[config.mk]
export PLATFORM = sky130hd
export DESIGN_NAME = q100_hazard_ctrl
export DESIGN_NICKNAME = d
export VERILOG_FILES = /design/src/rtl/q100_pkg.sv /design/src/rtl/q100_hazard_cmp.sv /design/src/rtl/q100_hazard_ctrl.sv
export VERILOG_INCLUDE_DIRS = /design/src /design/src/rtl
export SDC_FILE = /design/constraint.sdc
export NUM_CORES = 1
export LEC_CHECK = 0
export CAP_MARGIN = 0
export CORE_UTILIZATION = 50
export CTS_CLUSTER_SIZE = 20
export DETAILED_ROUTE_END_ITERATION = 16
export DONT_BUFFER_PORTS = 1
export GPL_ROUTABILITY_DRIVEN = 0
export PLACE_DENSITY = 0.65
export SLEW_MARGIN = 10
export SYNTH_ARGS = -nofsm -noshare
export SYNTH_HDL_FRONTEND = slang
export SYNTH_SLANG_ARGS = --single-unit
export TNS_END_PERCENT = 5
[constraint.sdc]
create_clock -name clk -period 6.62 [get_ports clk]
set_clock_uncertainty 0.1 [all_clocks]
set_input_delay 1.324 -clock clk [delete_from_list [all_inputs] [get_ports clk]]
set_output_delay 1.324 -clock clk [all_outputs]
set_load 0.02 [all_outputs]
[src/rtl/q100_config.svh]
// q100 core-wide configuration: opcode field width and RV32I major opcodes.
`ifndef Q100_CONFIG_SVH
`define Q100_CONFIG_SVH

`define LEN_OPCODE              7
`define OPCODE_LOAD             7'b0000011
`define OPCODE_OP_IMM           7'b0010011
`define OPCODE_STORE            7'b0100011
`define OPCODE_OP               7'b0110011
`define OPCODE_BRANCH           7'b1100011
`define OPCODE_ECALL_EBREAK_CSR 7'b1110011

`endif

[src/rtl/q100_pkg.sv]
// Shared types for the q100 hazard controller: FSM states and forwarding selects.
package q100_pkg;

    typedef enum logic [1:0] {
        RUN   = 2'd0,
        FLUSH = 2'd1,
        DRAIN = 2'd2
    } hz_state_e;

    typedef enum logic [1:0] {
        FWD_NONE  = 2'b00,
        FWD_EXMEM = 2'b01,
        FWD_MEMWB = 2'b10
    } fwd_sel_e;

endpackage

[src/rtl/q100_hazard_cmp.sv]
// Forwarding source select for one ID source register; EX/MEM beats MEM/WB, x0 never forwards.
module q100_hazard_cmp
    import q100_pkg::*;
(
    input  logic [4:0] rs,
    input  logic [4:0] ex_rd,
    input  logic       ex_wb,
    input  logic [4:0] mem_rd,
    input  logic       mem_wb,
    output fwd_sel_e   sel
);

    always_comb begin
        if (ex_wb && (ex_rd != 5'd0) && (ex_rd == rs))
            sel = FWD_EXMEM;
        else if (mem_wb && (mem_rd != 5'd0) && (mem_rd == rs))
            sel = FWD_MEMWB;
        else
            sel = FWD_NONE;
    end

endmodule

[src/rtl/q100_hazard_ctrl.sv]
// Pipeline hazard controller beside ID: redirect flush, load-use bubble, SYSTEM/CSR drain,
// registered forwarding selects. Optional perf counters when HAZARD_PERF_EN is defined.
//
// state | meaning
// RUN   | normal flow; detects load-use and SYSTEM/CSR ops in ID
// FLUSH | bubbles into EX after a taken redirect, cnt counts remaining keep cycles
// DRAIN | SYSTEM/CSR op held in ID while older instrs retire, cnt counts remaining stalls
`include "q100_config.svh"

module q100_hazard_ctrl
    import q100_pkg::*;
#(
    parameter int FLUSH_CYCLES = 2,
    parameter int DRAIN_CYCLES = 3
`ifdef HAZARD_PERF_EN
    ,
    parameter int PERF_W = 32
`endif
) (
    input  logic                   clk,
    input  logic                   rst_n,
    input  logic                   id_valid_i,
    input  logic [`LEN_OPCODE-1:0] id_opcode_i,
    input  logic [4:0]             id_rs1_i,
    input  logic [4:0]             id_rs2_i,
    input  logic [4:0]             ex_rd_i,
    input  logic                   ex_wb_i,
    input  logic                   ex_mem_i,
    input  logic                   ex_load_i,
    input  logic [4:0]             mem_rd_i,
    input  logic                   mem_wb_i,
    input  logic                   redirect_i,
    output logic                   if_stall_o,
    output logic                   id_keep_o,
    output logic                   ex_flush_o,
    output logic [1:0]             fwd_rs1_sel_o,
    output logic [1:0]             fwd_rs2_sel_o
`ifdef HAZARD_PERF_EN
    ,
    output logic [PERF_W-1:0]      perf_stall_cnt_o,
    output logic [PERF_W-1:0]      perf_flush_cnt_o
`endif
);

    localparam logic [2:0] FLUSH_INIT = 3'(FLUSH_CYCLES - 1);
    localparam logic [2:0] DRAIN_INIT = 3'(DRAIN_CYCLES - 1);

    hz_state_e  state;
    logic [2:0] cnt;
    logic       rs2_used;
    logic       load_use;
    logic       serialise;
    fwd_sel_e   sel_rs1;
    fwd_sel_e   sel_rs2;

    assign rs2_used  = (id_opcode_i == `OPCODE_STORE) || (id_opcode_i == `OPCODE_BRANCH) ||
                       (id_opcode_i == `OPCODE_OP);
    assign load_use  = id_valid_i && ex_load_i && ex_mem_i && ex_wb_i && (ex_rd_i != 5'd0) &&
                       ((ex_rd_i == id_rs1_i) || (rs2_used && (ex_rd_i == id_rs2_i)));
    assign serialise = id_valid_i && (id_opcode_i == `OPCODE_ECALL_EBREAK_CSR);

    q100_hazard_cmp u_cmp_rs1 (
        .rs     (id_rs1_i),
        .ex_rd  (ex_rd_i),
        .ex_wb  (ex_wb_i),
        .mem_rd (mem_rd_i),
        .mem_wb (mem_wb_i),
        .sel    (sel_rs1)
    );

    q100_hazard_cmp u_cmp_rs2 (
        .rs     (id_rs2_i),
        .ex_rd  (ex_rd_i),
        .ex_wb  (ex_wb_i),
        .mem_rd (mem_rd_i),
        .mem_wb (mem_wb_i),
        .sel    (sel_rs2)
    );

    // A redirect overrides everything: the ID instruction is wrong-path.
    always_comb begin
        if_stall_o = 1'b0;
        id_keep_o  = 1'b0;
        ex_flush_o = 1'b0;
        if (redirect_i) begin
            ex_flush_o = 1'b1;
            id_keep_o  = 1'b1;
        end else begin
            case (state)
                RUN: begin
                    if (load_use || serialise) begin
                        if_stall_o = 1'b1;
                        id_keep_o  = 1'b1;
                    end
                end
                FLUSH: id_keep_o = (cnt != 3'd0);
                DRAIN: begin
                    if_stall_o = (cnt != 3'd0);
                    id_keep_o  = (cnt != 3'd0);
                end
                default: ;
            endcase
        end
    end

    always_ff @(posedge clk or negedge rst_n) begin
        if (!rst_n) begin
            state         <= RUN;
            cnt           <= 3'd0;
            fwd_rs1_sel_o <= FWD_NONE;
            fwd_rs2_sel_o <= FWD_NONE;
        end else begin
            fwd_rs1_sel_o <= id_keep_o ? FWD_NONE : sel_rs1;
            fwd_rs2_sel_o <= id_keep_o ? FWD_NONE : sel_rs2;
            if (redirect_i) begin
                state <= (FLUSH_CYCLES > 1) ? FLUSH : RUN;
                cnt   <= FLUSH_INIT;
            end else begin
                case (state)
                    RUN: begin
                        if (!load_use && serialise) begin
                            state <= DRAIN;
                            cnt   <= DRAIN_INIT;
                        end
                    end
                    FLUSH, DRAIN: begin
                        if (cnt != 3'd0) cnt <= cnt - 3'd1;
                        else             state <= RUN;
                    end
                    default: state <= RUN;
                endcase
            end
        end
    end

`ifdef HAZARD_PERF_EN
    always_ff @(posedge clk or negedge rst_n) begin
        if (!rst_n) begin
            perf_stall_cnt_o <= '0;
            perf_flush_cnt_o <= '0;
        end else begin
            if (if_stall_o && (perf_stall_cnt_o != {PERF_W{1'b1}}))
                perf_stall_cnt_o <= perf_stall_cnt_o + 1'b1;
            if (redirect_i && (perf_flush_cnt_o != {PERF_W{1'b1}}))
                perf_flush_cnt_o <= perf_flush_cnt_o + 1'b1;
        end
    end
`endif

endmodule

Word level (Yosys, flattened, before mapping):

Cells that the tools add are included.

* reduce and logical (&&, ||, !) cells: 27
* multiplexer cells: 20
* eq/ne operators: 13
* add/sub/neg operators: 1

Operators by type and width (count)
* == test 5 bit: 4
* 2-to-1 mux 2 bit: 9
* == test 7 x 6 -> 1 bit (second input constant): 2
* == test 7 bit (second input constant): 2
* logical AND 1 bit: 14
* nonzero test 5 bit: 2
* 2-to-1 mux 3 bit: 3
* != test 3 bit (second input constant): 2
* case mux 3 bit (2 select lines): 1
* nonzero test 3 bit: 2
* logical OR 1 bit: 4
* 2-to-1 mux 1 bit: 4
* case mux 1 bit (2 select lines): 2
* case mux 2 bit (2 select lines): 1
* != test 3 x 1 -> 1 bit (second input constant): 1
* AND reduction 3 bit: 1
* subtractor 3 x 1 -> 3 bit (second input constant): 1
* == test 2 x 1 -> 1 bit (second input constant): 1
* == test 2 bit (second input constant): 1
* logical NOT 2 bit: 1
* AND reduction 2 bit: 1
* OR reduction 2 bit: 1
* logical NOT 1 bit: 1

* word-level logic and storage cells: 65
* register bits after elaboration: 9

Depth between registers and ports, before layout:

* depth in word-level cells: 11
* depth in mapped cells: 8

Hierarchy:

Synthesis repeated with hierarchy kept, for this count alone.

* cell total of the unflattened synthesis: 119
* area, all modules: 1018.5 um^2

By module, submodules not included
* q100_hazard_ctrl: cells each 79, area each 715.7 um^2, instances 1
* q100_hazard_cmp: cells each 20, area each 151.4 um^2, instances 2

Least setup slack after synthesis:

OpenSTA, ideal clock, no wires.

* kind: input to output
* start point: input port id_opcode_i[3]
* end point: output port if_stall_o
* stages: 6
* arrival: 2.676 ns
* path buffers: 0
* slack: 2.520 ns
* cells stage by stage: nor2_1 > nand4_1 > a2111o_1 > a21oi_2 > o21ai_0 > a21oi_1

* cells in the longest elaborated chain, start to end: 10

RTL lines
* start, declared: RTL line q100_hazard_ctrl.sv:23 `` input logic [`LEN_OPCODE-1:0] id_opcode_i, ``
* == test 7 x 6 -> 1 bit (no source line) or == test 7 bit (tied branches)
* logical OR 1 bit (2 in a row): RTL line q100_hazard_ctrl.sv:56 `` assign rs2_used = (id_opcode_i == `OPCODE_STORE) || (id_opcode_i == `OPCODE_BRANCH) || ``
* logical AND 1 bit: RTL line q100_hazard_ctrl.sv:59 `((ex_rd_i == id_rs1_i) || (rs2_used && (ex_rd_i == id_rs2_i)));`
* logical OR 1 bit: RTL line q100_hazard_ctrl.sv:59
* logical AND 1 bit: RTL line q100_hazard_ctrl.sv:58 `assign load_use = id_valid_i && ex_load_i && ex_mem_i && ex_wb_i && (ex_rd_i != 5'd0) &&`
* logical OR 1 bit (*): RTL line q100_hazard_ctrl.sv:91 `if (load_use || serialise) begin`
* 2-to-1 mux 1 bit (*): RTL line q100_hazard_ctrl.sv:91
* case mux 1 bit (2 select lines) (*): RTL line q100_hazard_ctrl.sv:89 `case (state)`
* 2-to-1 mux 1 bit (*): RTL line q100_hazard_ctrl.sv:85 `if (redirect_i) begin`
* end, declared: RTL line q100_hazard_ctrl.sv:33 `output logic if_stall_o,`

Mark *: on every way between the ends. The rest lies on a longest branch, timed or not.

Worst setup path in the final report:

Ends and elaborated chain as after synthesis.

==> key figures <==
Timing
  • Fin. max-slew vios: 0
  • Setup-failing EPs final: 0
  • Final-report hold violation count: 0
  • Worst setup margin: 2.391 ns
  • Worst slew margin: 69.76%
  • Total Neg Setup Slack: 0 ns
  • Slew @ Worst Pin: 0.4550 ns
  • Unrepaired setup endpoints after global routing: false
  • F_max: 0.2364 GHz
  • Tmin final: 4.229 ns
  • Period Utilization, post-route: 63.89%

Final layout
  • Register area: 225.2 um2
  • Nets: 139
  • Fraction of layout cells with a size suffix above 1: 8.163%
  • Final std cells w/o fill: 114
  • Area Growth Syn to Fin: 3.650%
  • Antenna diodes: 0
  • Multi-input logic area: 594.3 um2
  • Fill cells: 148

Placement
  • Post-DP HPWL: 1.443 mm
  • Place WS: 2.405 ns
  • I/O Buffers: 0
  • DP Cell Count: 110

Floorplan
  • Row Count: 14
  • Core ar.: 1559 um2
  • IO Count: 42
  • Die ar.: 1884 um2
  • Initial core utilization: 54.98%
  • Die width: 43.40 um
  • Die height: 43.40 um

Power
  • Maximum vdd drop: 139.3 uV
  • Static Leakage: 0.3537 nW
  • Power density cells: 265.7 nW/um2

Global route
  • Largest net degree at the start of global routing: 13
  • Vias in the first global route: 687
  • Total track usage: 19.33%
  • First-pass GRT wire length: 2.725 mm
  • Grt ovf: 0
  • Number of antenna violations at the first check in global routing: 0

Logic synthesis
  • Distinct cells, synth: 34
  • Area share of the largest cell type after synthesis: 26.28%
  • Post-Synthesis Cells: 97
  • Synth async-reset ratio: 100.0%
  • Compound-cell area share of the yosys netlist: 17.66%
  • Post-synth EDFFs: 0
  • Biggest area consumer among synthesized cells: dfrtp_1
  • Mapped Nets: 137
  • Main combinational cell family by area after synthesis: simple AND/OR/NAND/NOR gates
  • Synth Area in XOR/XNOR: 20.44%
  • Synthesized area per cell: 8.836 um2
  • Register area share after synthesis: 26.28%
  • Synth Area in Adders: 7.299%
  • Ys flop type: dfrtp_1
  • Cell Area, Synth: 857.1 um2
  • Post-Synth Simple-Gate Area: 21.61%
  • Mux contribution to synthesized area: 2.336%
  • Synth area leaders: dfrtp_1 26%, xnor2_1 10%, xor2_1 10%
  • Flops & latches, synth: 9
  • Synth Warn #: 0

Job
  • Max-Cap Viols: 0

Critical path
  • Slowest stage delay, CP: 0.42 ns
  • Cell breakdown of the critical path: nor2_1 > nand4_1 > a2111o_1 > a21oi_2 > o21ai_0 > a21oi_1
  • Required @ worst endpoint: 5.20 ns
  • CP endpoint kind: output pin
  • Setup crit start kind: input pin
  • Slowest CP cell: a2111o_1
  • Crit Path Class: input pin to output pin
  • Worst R2R Path Depth: 7
  • Critical Path Sink: if_stall_o
  • CP Max Fanout: 7
  • Reg-to-Reg End: fwd_rs1_sel_o[1]
  • R2r startpoint: state[0]
  • WP data arrival: 2.81 ns
  • Setup crit start: id_opcode_i[3]
  • Reg2reg setup slack: 4.59 ns

Clock tree
  • CTS tree: done
  • CTS root buffer: clkbuf_4
  • Hold_buf cts: 0
  • # resized after CTS: 0
  • Clock Path Buffers: 2
  • Worst skew pair latency: 0.25 ns
  • H-tree lvl count: 1
  • CTS buffer count: 3
  • Clk slew on worst S/H paths: 0.05 ns
  • Clock sink count: 9
  • Post-CTS setup buffer count: 0

Drt
  • DRT iter0 DRCs: 8
  • Met2 WL: 758 um
  • Uppermost layer routed: met4
  • Vias: 677
  • Wire length after detailed routing: 1.674 mm
  • Routed vias/inst: 5.939
  • Met1 WL: 824 um
  • Post-DRT Antenna Nets: 0
  • Avg WL per Cell: 14.68 um
  • Met3 wire len: 85 um
  • Post-route DRC: 2
  • DRT Pass-1 Iters: 11

Min path
  • Worst hold path type: flop to flop
  • Hold Crit Depth: 2

Outcome
  • Status: complete, but fails checks
  • Failing checks: DRC
## synth_stat cells (all sizes together), types with 2 or more instances
library cell and number:
inv 6, a21oi 6, o21ai 3, nand3 2
dfrtp 9, or4 2, ha 5, nand2 3
nor3 5, nor2 8, a32o 2, clkbuf 2
xnor2 10, xor2 10, nand4 6, mux2i 2
## worst min path at each step
stage	start	end	slack [ns]
detailed placement	cnt[0]	cnt[0]	0.45
global route	state[0]	state[0]	0.49
finish	cnt[0]	cnt[0]	0.45
global placement	cnt[0]	cnt[0]	0.44
floorplan	cnt[0]	cnt[0]	0.41
CTS	cnt[0]	cnt[0]	0.46
## area by class of cell
| cell class | instances | area share [%] |
|---|---|---|
| multi-input cells | 79 | 66.90 |
| flip-flops and latches | 9 | 25.35 |
| clock buffers | 4 | 2.958 |
| inverters | 6 | 2.535 |
| well taps | 16 | 2.254 |
## layout by cell type, fill, tap and decap left out, types with 2 or more instances in the layout
cell type | Yosys | routed
nand4_1 | 5 | 5
or4_1 | 2 | 2
dfrtp_1 | 9 | 9
clkbuf_4 | 0 | 3
xor2_1 | 10 | 10
mux2i_1 | 2 | 2
a21oi_1 | 5 | 5
nor3_1 | 5 | 5
inv_1 | 6 | 6
nor2_1 | 8 | 8
a32o_1 | 2 | 2
o21ai_0 | 3 | 3
nand2_1 | 3 | 3
ha_1 | 5 | 5
xnor2_1 | 10 | 10
nand3_1 | 2 | 2
## cell families (layout without fill, tap and decap cells)
| group | Yosys count | in the layout |
|---|---|---|
| mux | 2 | 2 |
| simple gates | 33 | 33 |
| compound gates | 19 | 19 |
| xor+xnor | 20 | 20 |
| fa+ha+maj | 5 | 5 |
| flops | 9 | 9 |
| buf+inv | 9 | 10 |
## critical path: cells and delay by family
kind,cells,cell delay [ns]
AND/OR/NAND/NOR,2,0.23
AO/OA/AOI/OAI,4,1.25
## metrics by stage
| stage | utilization, % | total power, mW | area, um2 | hold WS (ns) |
|---|---|---|---|---|
| 6_report | 56.98 | 0.2361 | 888.4 | 0.4505 |
| 5_1_grt | 56.98 | 0.2570 | 888.4 | 0.4871 |
| 3_5_place_dp | 55.30 | 0.1964 | 862.1 | 0.4495 |
| 3_3_place_gp | 55.30 | 0.1940 | 862.1 | 0.4369 |
| 2_1_floorplan | - | 0.1780 | 857.1 | 0.4075 |
| 4_1_cts | 56.98 | 0.2378 | 888.4 | 0.4623 |
## report_power, final
group / internal (mW) / switching (mW) / total, mW
logic: 0.0560 / 0.0666 / 0.123
registers: 0.0657 / 0.00815 / 0.0739
clock network: 0.0231 / 0.0165 / 0.0396
## metal layers
metal  up-vias  GRT usage [%]
met5         -              0
met4         0          7.500
met3         2          4.167
met2        22          30.91
met1       304          25.74
li1        349              -
## registers in the layout, summed over array words and instances (netlist names)
signal	cells
fwd_rs2_sel_o	2
state	2
fwd_rs1_sel_o	2
cnt	3
No activity file was read; power rests on OpenSTA's default activity.
